### config.mk
export PLATFORM = sky130hd
export DESIGN_NAME = regfile_wb_arbiter
export DESIGN_NICKNAME = d
export VERILOG_FILES = /design/src/rtl/regfile_wb_arbiter.sv
export SDC_FILE = /design/constraint.sdc
export NUM_CORES = 1
export LEC_CHECK = 0
export ABC_AREA = 1
export BUFFER_PORTS_ARGS = -buffer_cell sky130_fd_sc_hd__buf_2
export CORE_MARGIN = 2
export CORE_UTILIZATION = 50
export CTS_CLUSTER_DIAMETER = 30
export DETAILED_ROUTE_END_ITERATION = 6
export GPL_ROUTABILITY_DRIVEN = 0
export PLACE_DENSITY = 0.68
export SLEW_MARGIN = 25
export SYNTH_ARGS = -nofsm -noshare
export SYNTH_HDL_FRONTEND = slang
export SYNTH_SLANG_ARGS = --single-unit
### constraint.sdc
create_clock -name clk -period 5.9 [get_ports clk]
set_input_delay 0.295 -clock clk [delete_from_list [all_inputs] [get_ports clk]]
set_output_delay 0.295 -clock clk [all_outputs]
set_load 0.02 [all_outputs]
### src/rtl/regfile_wb_arbiter.sv
`default_nettype none
// ============================================================================
// Module      : regfile_wb_arbiter
// Description : Write-side initiator for the register file. Merges the ALU
//               result stream (one per cycle, no backpressure) and the load
//               result stream (valid/ready) onto one registered write port.
//               Loads that arrive while the ALU owns the port wait in a small
//               FIFO. Exports a per-register busy mask of pending load
//               destinations and a sticky hazard flag.
// Ports       : clk, rst          - clock, async active-high reset
//               alu_valid_i/rd/data - ALU result stream
//               mem_valid_i/ready_o/rd/data - load result stream
//               rd_o/datawb_o/regwren_o - registered register-file write port
//               busy_o            - bit r: load write to xr queued or in output
//               err_o             - sticky: ALU wrote a busy register
// Revision    : 1.0 - initial release
// ============================================================================
module regfile_wb_arbiter #(
    parameter int DWIDTH = 32,
    parameter int DEPTH  = 4
) (
    input  logic              clk,
    input  logic              rst,
    input  logic              alu_valid_i,
    input  logic [4:0]        alu_rd_i,
    input  logic [DWIDTH-1:0] alu_data_i,
    input  logic              mem_valid_i,
    output logic              mem_ready_o,
    input  logic [4:0]        mem_rd_i,
    input  logic [DWIDTH-1:0] mem_data_i,
    output logic [4:0]        rd_o,
    output logic [DWIDTH-1:0] datawb_o,
    output logic              regwren_o,
    output logic [31:0]       busy_o,
    output logic              err_o
);

    localparam int            AW     = $clog2(DEPTH);
    localparam int            CW     = AW + 1;
    localparam logic [CW-1:0] C_FULL = CW'(DEPTH);

    // FIFO storage (data only, no reset needed: validity lives in count/pointers)
    logic [4:0]        fifo_rd_q   [DEPTH];
    logic [DWIDTH-1:0] fifo_data_q [DEPTH];

    logic [AW-1:0]     wr_ptr_q, wr_ptr_d;
    logic [AW-1:0]     rd_ptr_q, rd_ptr_d;
    logic [CW-1:0]     count_q,  count_d;

    logic [4:0]        rd_q,        rd_d;
    logic [DWIDTH-1:0] data_q,      data_d;
    logic              wren_q,      wren_d;
    logic              from_load_q, from_load_d;
    logic              err_q,       err_d;

    logic              w_alu_wr;
    logic              w_accept_nz;
    logic              w_fifo_empty;
    logic              w_push;
    logic              w_pop;
    logic [31:0]       w_busy;

    // Ready depends on registered count only, so a same-edge pop never
    // feeds combinationally back into ready.
    assign mem_ready_o  = !rst && (count_q != C_FULL);
    assign w_alu_wr     = alu_valid_i && (alu_rd_i != 5'd0);
    // Accepted loads to x0 are consumed here and never reach the port or FIFO.
    assign w_accept_nz  = mem_valid_i && mem_ready_o && (mem_rd_i != 5'd0);
    assign w_fifo_empty = (count_q == '0);

    // Output-port selection: ALU > FIFO head > bypass of a fresh load.
    always_comb begin
        rd_d        = rd_q;
        data_d      = data_q;
        wren_d      = 1'b0;
        from_load_d = 1'b0;
        w_pop       = 1'b0;
        if (w_alu_wr) begin
            rd_d   = alu_rd_i;
            data_d = alu_data_i;
            wren_d = 1'b1;
        end else if (!w_fifo_empty) begin
            rd_d        = fifo_rd_q[rd_ptr_q];
            data_d      = fifo_data_q[rd_ptr_q];
            wren_d      = 1'b1;
            from_load_d = 1'b1;
            w_pop       = 1'b1;
        end else if (w_accept_nz) begin
            rd_d        = mem_rd_i;
            data_d      = mem_data_i;
            wren_d      = 1'b1;
            from_load_d = 1'b1;
        end
    end

    // A fresh load is stored only when it could not bypass straight out.
    assign w_push = w_accept_nz && (w_alu_wr || !w_fifo_empty);

    always_comb begin
        wr_ptr_d = w_push ? (wr_ptr_q + AW'(1)) : wr_ptr_q;
        rd_ptr_d = w_pop  ? (rd_ptr_q + AW'(1)) : rd_ptr_q;
        count_d  = count_q;
        case ({w_push, w_pop})
            2'b10:   count_d = count_q + CW'(1);
            2'b01:   count_d = count_q - CW'(1);
            default: count_d = count_q;
        endcase
    end

    // Busy mask: every occupied FIFO slot plus a load currently on the port.
    // A slot is occupied when its distance from the read pointer is < count.
    always_comb begin
        w_busy = '0;
        for (int i = 0; i < DEPTH; i++) begin
            if ({1'b0, AW'(i) - rd_ptr_q} < count_q) begin
                w_busy[fifo_rd_q[i]] = 1'b1;
            end
        end
        if (wren_q && from_load_q) begin
            w_busy[rd_q] = 1'b1;
        end
        w_busy[0] = 1'b0;
    end

    assign err_d = err_q | (w_alu_wr && w_busy[alu_rd_i]);

    always_ff @(posedge clk or posedge rst) begin
        if (rst) begin
            wr_ptr_q    <= '0;
            rd_ptr_q    <= '0;
            count_q     <= '0;
            rd_q        <= '0;
            data_q      <= '0;
            wren_q      <= 1'b0;
            from_load_q <= 1'b0;
            err_q       <= 1'b0;
        end else begin
            wr_ptr_q    <= wr_ptr_d;
            rd_ptr_q    <= rd_ptr_d;
            count_q     <= count_d;
            rd_q        <= rd_d;
            data_q      <= data_d;
            wren_q      <= wren_d;
            from_load_q <= from_load_d;
            err_q       <= err_d;
        end
    end

    always_ff @(posedge clk) begin
        if (w_push) begin
            fifo_rd_q[wr_ptr_q]   <= mem_rd_i;
            fifo_data_q[wr_ptr_q] <= mem_data_i;
        end
    end

    assign rd_o      = rd_q;
    assign datawb_o  = data_q;
    assign regwren_o = wren_q;
    assign busy_o    = w_busy;
    assign err_o     = err_q;

endmodule
`default_nettype wire

## After elaboration in Yosys (flattened, before gate mapping)

Memory sizes are Yosys's and may differ from the RTL's.
Index checks and enable logic that the tools add are counted.

| storage, ports and cells | value |
|---|---|
| register bits after elaboration | 47 |
| RAM bits | 148 |
| input port bits | 78 |
| output and inout bits | 72 |
| word-level logic and storage cells | 93 |
| memories | 2 |

| cells by class | value |
|---|---|
| add/sub/neg operators | 8 |
| $lt $le $gt $ge | 15 |
| eq/ne operators | 4 |
| multiplexer cells | 32 |
| bitwise gates (word level) | 5 |
| reductions and logical operators | 19 |

Memories:

| name | words | width | read ports | clocked after Yosys merged registers in | write ports | RTL line | text |
|---|---|---|---|---|---|---|---|
| fifo_data_q | 4 | 32 | 1 | 0 | 1 | 44 | `logic [DWIDTH-1:0] fifo_data_q [DEPTH];` |
| fifo_rd_q | 4 | 5 | 5 | 0 | 1 | 43 | `logic [4:0] fifo_rd_q [DEPTH];` |

Operators with widths:

| operator | count |
|---|---|
| 32-bit two-way mux | 8 |
| 32-bit bitwise OR | 4 |
| 5-bit by 6-bit < comparator with 1-bit output, second input constant | 6 |
| 1-bit demux with 5-bit select | 5 |
| 5-bit by 1-bit greater-or-equal comparator with 1-bit output, second input constant | 5 |
| 5-bit two-way mux | 3 |
| 1-bit two-way mux | 14 |
| 1-bit logical AND | 12 |
| 2-bit by 3-bit < comparator with 1-bit output | 4 |
| 5-bit nonzero test | 2 |
| 3-bit != test, second input constant | 2 |
| 3-bit case mux with 2 select lines | 1 |
| 1-bit binary-select mux with 5-bit select | 1 |
| 2-bit by 1-bit adder with 2-bit output, second input constant | 2 |
| 1-bit by 2-bit subtractor with 2-bit output, first input constant | 2 |
| 2-bit subtractor, first input constant | 2 |
| 3-bit by 1-bit adder with 3-bit output, second input constant | 1 |
| 3-bit zero test | 1 |
| 3-bit by 1-bit subtractor with 3-bit output, second input constant | 1 |
| 2-bit by 1-bit == test with 1-bit output, second input constant | 1 |
| 2-bit == test, second input constant | 1 |
| 1-bit zero test | 2 |
| 2-bit nonzero test | 1 |
| 1-bit logical OR | 1 |
| 1-bit bitwise OR | 1 |

## Logic depth before layout (Yosys ltp)

Gate-level depths: netlist (run 1).
An unclocked memory read counts as a cell.

| logic depth | value |
|---|---|
| depth in word-level cells | 18 |
| mapped depth | 25 |
| mapped depth without buffers | 23 |

## Least setup slack after synthesis (run 1)

No wires, ideal clock.

| timing path | value |
|---|---|
| path kind | input-to-reg |
| start | in rst |
| end | mem fifo_data_q[0][0], enable pin |
| setup time | 0.431 ns |
| data arrival time | 3.935 ns |
| required time | 5.469 ns |
| slack | 1.534 ns |
| stages | 9 |
| buffers on the path | 0 |
| cells stage by stage | inv_1 > o21ai_0 > inv_1 > nand2_1 > nor2_1 > inv_1 > nor2_1 > inv_1 > nor2_1 |

| between the ends | value |
|---|---|
| cells in the longest elaborated chain, start to end | 7 |

Ends and longest elaborated chain:

| element | RTL line | text |
|---|---|---|
| start: declaration | 23 | `input logic rst,` |
| 1-bit zero test (no line) | n/a |  |
| 1-bit logical AND | 65 | `assign mem_ready_o = !rst && (count_q != C_FULL);` |
| named net mem_ready_o | 28 | `output logic mem_ready_o,` |
| 1-bit logical AND (2 in series) | 68 | `assign w_accept_nz = mem_valid_i && mem_ready_o && (mem_rd_i != 5'd0);` |
| 1-bit logical AND | 97 | `assign w_push = w_accept_nz && (w_alu_wr \|\| !w_fifo_empty);` |
| 1-bit two-way mux | 150 | `if (w_push) begin` |
| 1-bit two-way mux (implied by the code) | 152 | `fifo_data_q[wr_ptr_q] <= mem_data_i;` |
| end: declaration | 44 |  |

The timed path passes the listed nets, and every way through them passes these cells.

## Worst setup path after layout (run 1)

| timing path | value |
|---|---|
| start | reg rd_ptr_q[0] |
| end | out busy_o[11] |

| between the ends | value |
|---|---|
| cells in the longest elaborated chain, start to end | 11 |
| elaborated cells on any way between the ends | 17 |
| those cells by class | 4 x add/sub; 4 x order compare; 5 x mux; 4 x bitwise |

Ends and longest elaborated chain:

| element | RTL line | text |
|---|---|---|
| start: declaration | 47 | `logic [AW-1:0] rd_ptr_q, rd_ptr_d;` |
| start signal: assignment | 139 | `rd_ptr_q <= rd_ptr_d;` |
| 1-bit by 2-bit subtractor with 2-bit output | 115 | `if ({1'b0, AW'(i) - rd_ptr_q} < count_q) begin` |
| 2-bit by 3-bit < comparator with 1-bit output | 115 |  |
| 32-bit two-way mux | 115 |  |
| 32-bit bitwise OR (no line) | n/a |  |
| 32-bit two-way mux | 115 |  |
| 32-bit bitwise OR (no line) | n/a |  |
| 32-bit two-way mux | 115 |  |
| 32-bit bitwise OR (no line) | n/a |  |
| 32-bit two-way mux * | 115 |  |
| 32-bit bitwise OR (no line) | n/a |  |
| 32-bit two-way mux * | 119 | `if (wren_q && from_load_q) begin` |
| end: declaration | 34 | `output logic [31:0] busy_o,` |

Mark *: on every way between the ends. The rest lies on a longest branch, timed or not.

==> reports/results.ini, run 1 <==
[yosys]
synth_ff_type = edfxtp_1
syn_area_sq_mm = 0.00997
synth_compound_area_share_pct = 11.5
synthesis.nets = 1216
yosys.area_share.adder_pct = 1.33
ys_ff_latch = 195
syn_inst = 1128
synthMuxAreaShare_pct = 0
synth-edff-count = 148
ys_warn_count = 0
synth_xor_area_share_pct = 0.351
synthSimpleGateAreaFrac_pct = 25.2
avgSynthCellArea_sq_um = 8.84
synth_top_family_by_area = simple AND/OR/NAND/NOR gates
synth-async-reset-ratio_pct = 24.1
seq_area_frac_synth_pct = 56.3
synth_cell_types = 38

[clock_tree]
cts_htree_levels = 4
cts.reportedPaths.clkPinSlew_ps = 70
insertion_delay_ps = 430
cts_tree = done
cts_buffers = 17
clockBufferDepth = 2
postCtsSetupBuffers = 0
clock_sinks = 195
ctsResizeCount = 0
cts-root-buf = clkbuf_16
holdBufCountCts = 0

[cells_and_area]
nFillCells = 1725
fin_nets = 1348
syn_to_final_growth_pct = 16.4
drive_gt1_share_pct = 17.5
stdcell_count = 1538
diodes = 0

[timing]
finalHoldViolCount = 0
setup-tns-final_ps = 0
rsz0062_at_grt = no
finalSetupViolCount = 0
holdWs_ps = 64.5
finClkSkew_ps = 9.33
fin_crit_sh_pct = 66.8
relSlewSlack_pct = 28.4
worst_slew_pin_slew_ps = 1070
slew_violations = 0
max_freq_mhz = 254
min_period_ps = 3940

[routing]
drt-vias-per-instance = 5.69
drtAntennaViolNets = 0
dr_total_vias = 8750
drt_iter0_markers = 896
avgRoutedWirePerCell_microns = 18.3
wirelength_microns = 28200
drc_errors = 0
drtPass1Iterations = 5

[setup_path]
worst_setup_path_start_kind = flop
cp.required_ps = 5610
startpoint = rd_ptr_q[0]$_DFFE_PP0P_
max_stage_delay_ps = 780
end_kind = output pin
crit_type = reg -> out
reg2reg_depth = 23
cp_cell_sequence = nand2_1 -> inv_1 -> buf_4 -> nor2_1 -> inv_1 -> ha_1 -> inv_1 -> nor2_1 -> nand2_1 -> nand2_1 -> o22ai_1 -> nor2_1 -> inv_1 -> buf_2
critPathMostFrequentCell = inv_1
r2r_end = err_o$_DFF_PP0_
worstReg2RegStart = rd_ptr_q[0]$_DFFE_PP0P_
cp_slowest_cell = nand2_1
cp_max_fo = 33
endpoint = busy_o[11]
worstPathArrival_ps = 3650
rrSetupSlack_ps = 2270

[global_routing]
grt_antenna_before_repair = 1
grt_pass1_wl_microns = 43300
grt_max_degree = 48
grtUsageTotal_pct = 26.3
grt_overflow_total = 0
grt_pass1_vias = 8019

[die]
dieArea_sq_mm = 0.0211
die_w_microns = 145
rows = 51
ios = 150
start_util_pct = 51.1
die_h_microns = 145
core_sq_mm = 0.0195

[worst_hold_path]
hold_path.class = in -> async

[placement]
place_inst = 1506
dp_hpwl_microns = 19800
portBuffers = 148

[flow_run]
drv_cap = 0

[outcome]
status = complete, no violations

[power]
p_leak_nw = 4.87
peakVddDrop_mv = 0.276
power_density_mw_per_mm2 = 446

==> how the worst min path moves through the flow <==
stage | end
detailed placement | err_o$_DFF_PP0_
CTS | fifo_data_q[0][15]$_DFFE_PP_
global route | fifo_data_q[1][4]$_DFFE_PP_
global placement | err_o$_DFF_PP0_
finish | count_q[2]$_DFFE_PP0P_
floorplan | fifo_data_q[0][0]$_DFFE_PP_
==> per-stage QoR <==
stage	util (%)	area [sq um]	power [mW]	worst slack, ps
4_1_cts	59.4	11600	5.17	1990
5_1_grt	59.4	11600	5.45	1650
3_5_place_dp	56.3	11000	4.00	2330
6_report	59.4	11600	5.17	1960
3_3_place_gp	56.0	10900	3.97	2420
2_1_floorplan	-	9970	3.32	1530
==> cell usage in the layout (no fill, tap or decap), drive strengths merged, types with 3 or more instances in the layout <==
master / instances
inv: 83
clkbuf: 18
buf: 160
o22ai: 12
a22oi: 53
ha: 9
a21oi: 42
dfrtp: 47
edfxtp: 148
nand3: 100
o21ai: 38
nand2: 273
clkinv: 5
nor2: 216
xor2: 3
a221oi: 11
a31oi: 20
nor3: 18
a32oi: 4
==> flip-flops by register name, indices dropped and copies added (netlist names) <==
signal       cells
regwren_o        1
datawb_o        32
fifo_rd_q       20
from_load_q      1
fifo_data_q    128
rd_ptr_q         2
rd_o             5
err_o            1
count_q          3
wr_ptr_q         2
==> layer usage <==
metal | vias to the layer above | GRT usage (%) | part of all wire (%)
met1 | 4128 | 36.2 | 43
met4 | 2 | 10.2 | 2.9
li1 | 4136 | - | -
met3 | 57 | 4.72 | 7.8
met5 | - | 0 | 0.028
met2 | 427 | 41.6 | 47
==> power breakdown <==
part	internal [mW]	total, mW	leakage (nW)	switching [mW]
Clock	0.650	1.17	0.294	0.518
Sequential	1.75	1.92	1.90	0.172
Combinational	0.594	2.08	2.67	1.49
==> logic make-up after synthesis <==
kind of cell | after synthesis
flip-flops | 195
other | 1
adder cells (fa/ha/maj) | 10
XOR/XNOR | 4
AND/OR/NAND/NOR | 611
AO/OA/AOI/OAI | 182
buffers and inverters | 125
==> critical path: cells and delay by family, from the launching register on <==
kind	cells	cell delay (ps)
buf+inv	6	660
compound gates	1	190
simple gates	6	1620
flops	1	470
fa+ha+maj	1	270
==> synthesized netlist by cell type (2+ instances only) <==
master,instances,share of area (%)
a21oi_1,42,2.1
a221oi_1,11,0.97
a22oi_1,53,4.0
a31oi_1,20,1.3
a32oi_1,4,0.35
buf_2,25,1.3
buf_4,3,0.23
clkbuf_1,17,0.64
dfrtp_1,47,12
edfxtp_1,148,45
ha_1,9,1.1
inv_1,74,2.8
inv_2,3,0.11
nand2_1,267,10
nand2_2,5,0.31
nand3_1,99,5.0
nand4_1,2,0.13
nor2_1,207,7.8
nor2_2,8,0.50
nor3_1,16,0.80
nor3_2,2,0.20
o21ai_0,37,1.9
o22ai_1,12,0.75
xor2_1,3,0.26
==> area by class of cell <==
class                      instances  area, sq um  share of cell area (%)
sequential                       195         5620                    48.4
tap                              265          332                    2.86
clock inverter                    14          171                    1.48
inverter                          78          295                    2.54
clock buffer                      18          439                    3.78
timing repair buffer             160          871                    7.50
multi-input combinational        808         3880                    33.4
Power figures use the tool's default switching activity.
==> run 2: changes to the inputs <==
- clock period: 5.9 -> 4.1 ns (I/O delays scaled with it)
==> run 2 against run 1 <==
  * Sequential power grew 43%
  * Combinational power grew 45%
  * Sequential share of layout area shrank 0.39 points
  * The flow now finishes with violations (hold timing)
  * Critical endpoint unchanged
  * Flip-flop and latch count is the same
==> reports/results.ini, run 2 (synthesized netlist as in run 1, its figures left out) <==
[outcome]
status = complete, but fails checks
violations = hold timing

[clock_tree]
clockBufferDepth = 2
insertion_delay_ps = 440
cts_tree = done
clock_sinks = 195
cts_htree_levels = 4
cts.reportedPaths.clkPinSlew_ps = 80
cts_buffers = 17
cts-root-buf = clkbuf_16

[die]
ios = 150
dieArea_sq_mm = 0.0211
core_sq_mm = 0.0195
die_h_microns = 145
rows = 51
die_w_microns = 145
start_util_pct = 51.1

[setup_path]
crit_type = reg -> out
cp_top_family = simple AND/OR/NAND/NOR gates
cp.required_ps = 3890
worst_setup_path_start_kind = flop
end_kind = output pin
cp_max_fo = 31
cp_slowest_cell = dfrtp_1
worstReg2RegStart = count_q[1]$_DFFE_PP0P_
max_stage_delay_ps = 480
critPathMostFrequentCell = inv_1
cp_cell_sequence = nand2_1 -> inv_1 -> nor2_1 -> inv_1 -> ha_1 -> inv_1 -> nor2_1 -> nand2_1 -> nand2_1 -> buf_4 -> o22ai_1 -> nor2_1 -> inv_1 -> buf_2
startpoint = rd_ptr_q[0]$_DFFE_PP0P_
crit_buf_inv = 6
worstPathArrival_ps = 2930

[timing]
fin_crit_sh_pct = 76.4
slew_violations = 0
min_period_ps = 3130
holdWs_ps = -4.60
max_freq_mhz = 319
finalHoldViolCount = 5
worst_slew_pin_slew_ps = 955
finalSetupViolCount = 0
finClkSkew_ps = 9.79
rsz0062_at_grt = no
relSlewSlack_pct = 36.2

[cells_and_area]
final_cell_mix = nand2_1, nor2_1, edfxtp_1, buf_2, nand3_1
ff_latch_area_sq_mm = 0.00562
syn_to_final_growth_pct = 17.3
layout_commonest_cell = nand2_1
stdcell_count = 1553
fin_nets = 1362
multi_input_area_sq_mm = 0.00388
final_util_pct = 59.9
drive_gt1_share_pct = 17.5
nFillCells = 1769
largest_reg_flops = 128
top_register = fifo_data_q

[routing]
drt-vias-per-instance = 5.63
drc_errors = 0
wirelength_microns = 28500
drtAntennaViolNets = 0
drtPass1Iterations = 6
drt_iter0_markers = 849
dr_total_vias = 8743
avgRoutedWirePerCell_microns = 18.3

[global_routing]
grt_max_degree = 48
grt_antenna_before_repair = 3
grt_pass1_vias = 8273
grt_overflow_total = 0
grtUsageTotal_pct = 27.0
grt_pass1_wl_microns = 44600

[worst_hold_path]
hold_path.class = in -> async

[placement]
dp_hpwl_microns = 20100
portBuffers = 148
place_inst = 1508

[power]
p_leak_nw = 4.91
power_density_mw_per_mm2 = 631
peakVddDrop_mv = 0.391

[flow_run]
drv_cap = 0

run 2: layout make-up:
| type | instances | area share [%] |
|---|---|---|
| inverter | 78 | 2.52 |
| sequential | 195 | 48.0 |
| clock buffer | 17 | 3.64 |
| antenna | 1 | 0.0214 |
| tap | 265 | 2.83 |
| clock inverter | 15 | 1.34 |
| timing repair buffer | 174 | 8.47 |
| multi-input combinational | 808 | 33.1 |
run 2: worst min-delay path, delay by kind of cell:
family,cells,cell delay (ps)
buffers and inverters,3,720
run 2: routing by layer:
layer | wire, microns | part of all wire (%) | vias to the layer above | GRT usage [%]
li1 | - | - | 4161 | -
met1 | 11800 | 41 | 4101 | 36.3
met2 | 13600 | 48 | 413 | 43.9
met3 | 2210 | 7.8 | 64 | 4.47
met4 | 869 | 3.1 | 4 | 11.1
met5 | 31 | 0.11 | - | 0
run 2: power breakdown:
| part | total [mW] | internal, mW | switching [mW] | leakage, nW |
|---|---|---|---|---|
| Sequential | 2.75 | 2.51 | 0.242 | 1.90 |
| Clock | 1.62 | 0.818 | 0.805 | 0.281 |
| Combinational | 3.01 | 0.879 | 2.13 | 2.73 |
| Total | 7.39 | 4.21 | 3.18 | 4.91 |
run 2: worst paths after layout:
kind / slack, ps / endpoint / depth (start not counted)
setup / recovery: 970 / busy_o[11] / 14
hold / removal: -5 / datawb_o[30]$_DFFE_PP0P_ / 3
setup reg to reg: 1050 / count_q[2]$_DFFE_PP0P_ / 15
hold reg to reg: 470 / err_o$_DFF_PP0_ / 2
max in group asynchronous: 3630 / wr_ptr_q[1]$_DFFE_PP0P_ / 3
min in group clk: 10 / fifo_data_q[1][28]$_DFFE_PP_ / 1
run 2: through the flow:
stage	worst slack (ps)	setup TNS, ps	power, mW	hold WS [ps]	area (sq um)
after global placement	1080	0	5.73	442	11000
after detailed placement	1040	0	5.78	443	11000
final	967	0	7.39	-4.60	11700
after global routing	752	0	7.84	5.79	11700
after floorplan	-176	-26090	4.78	304	9970
after CTS	962	0	7.40	1.48	11700
run 2: timing repair:
item,CTS,global route
buffers inserted,0,0
endpoints found under the setup margin,0,0
endpoints found under the hold margin,45,0
resized for setup,0,0
hold buffers,12,0
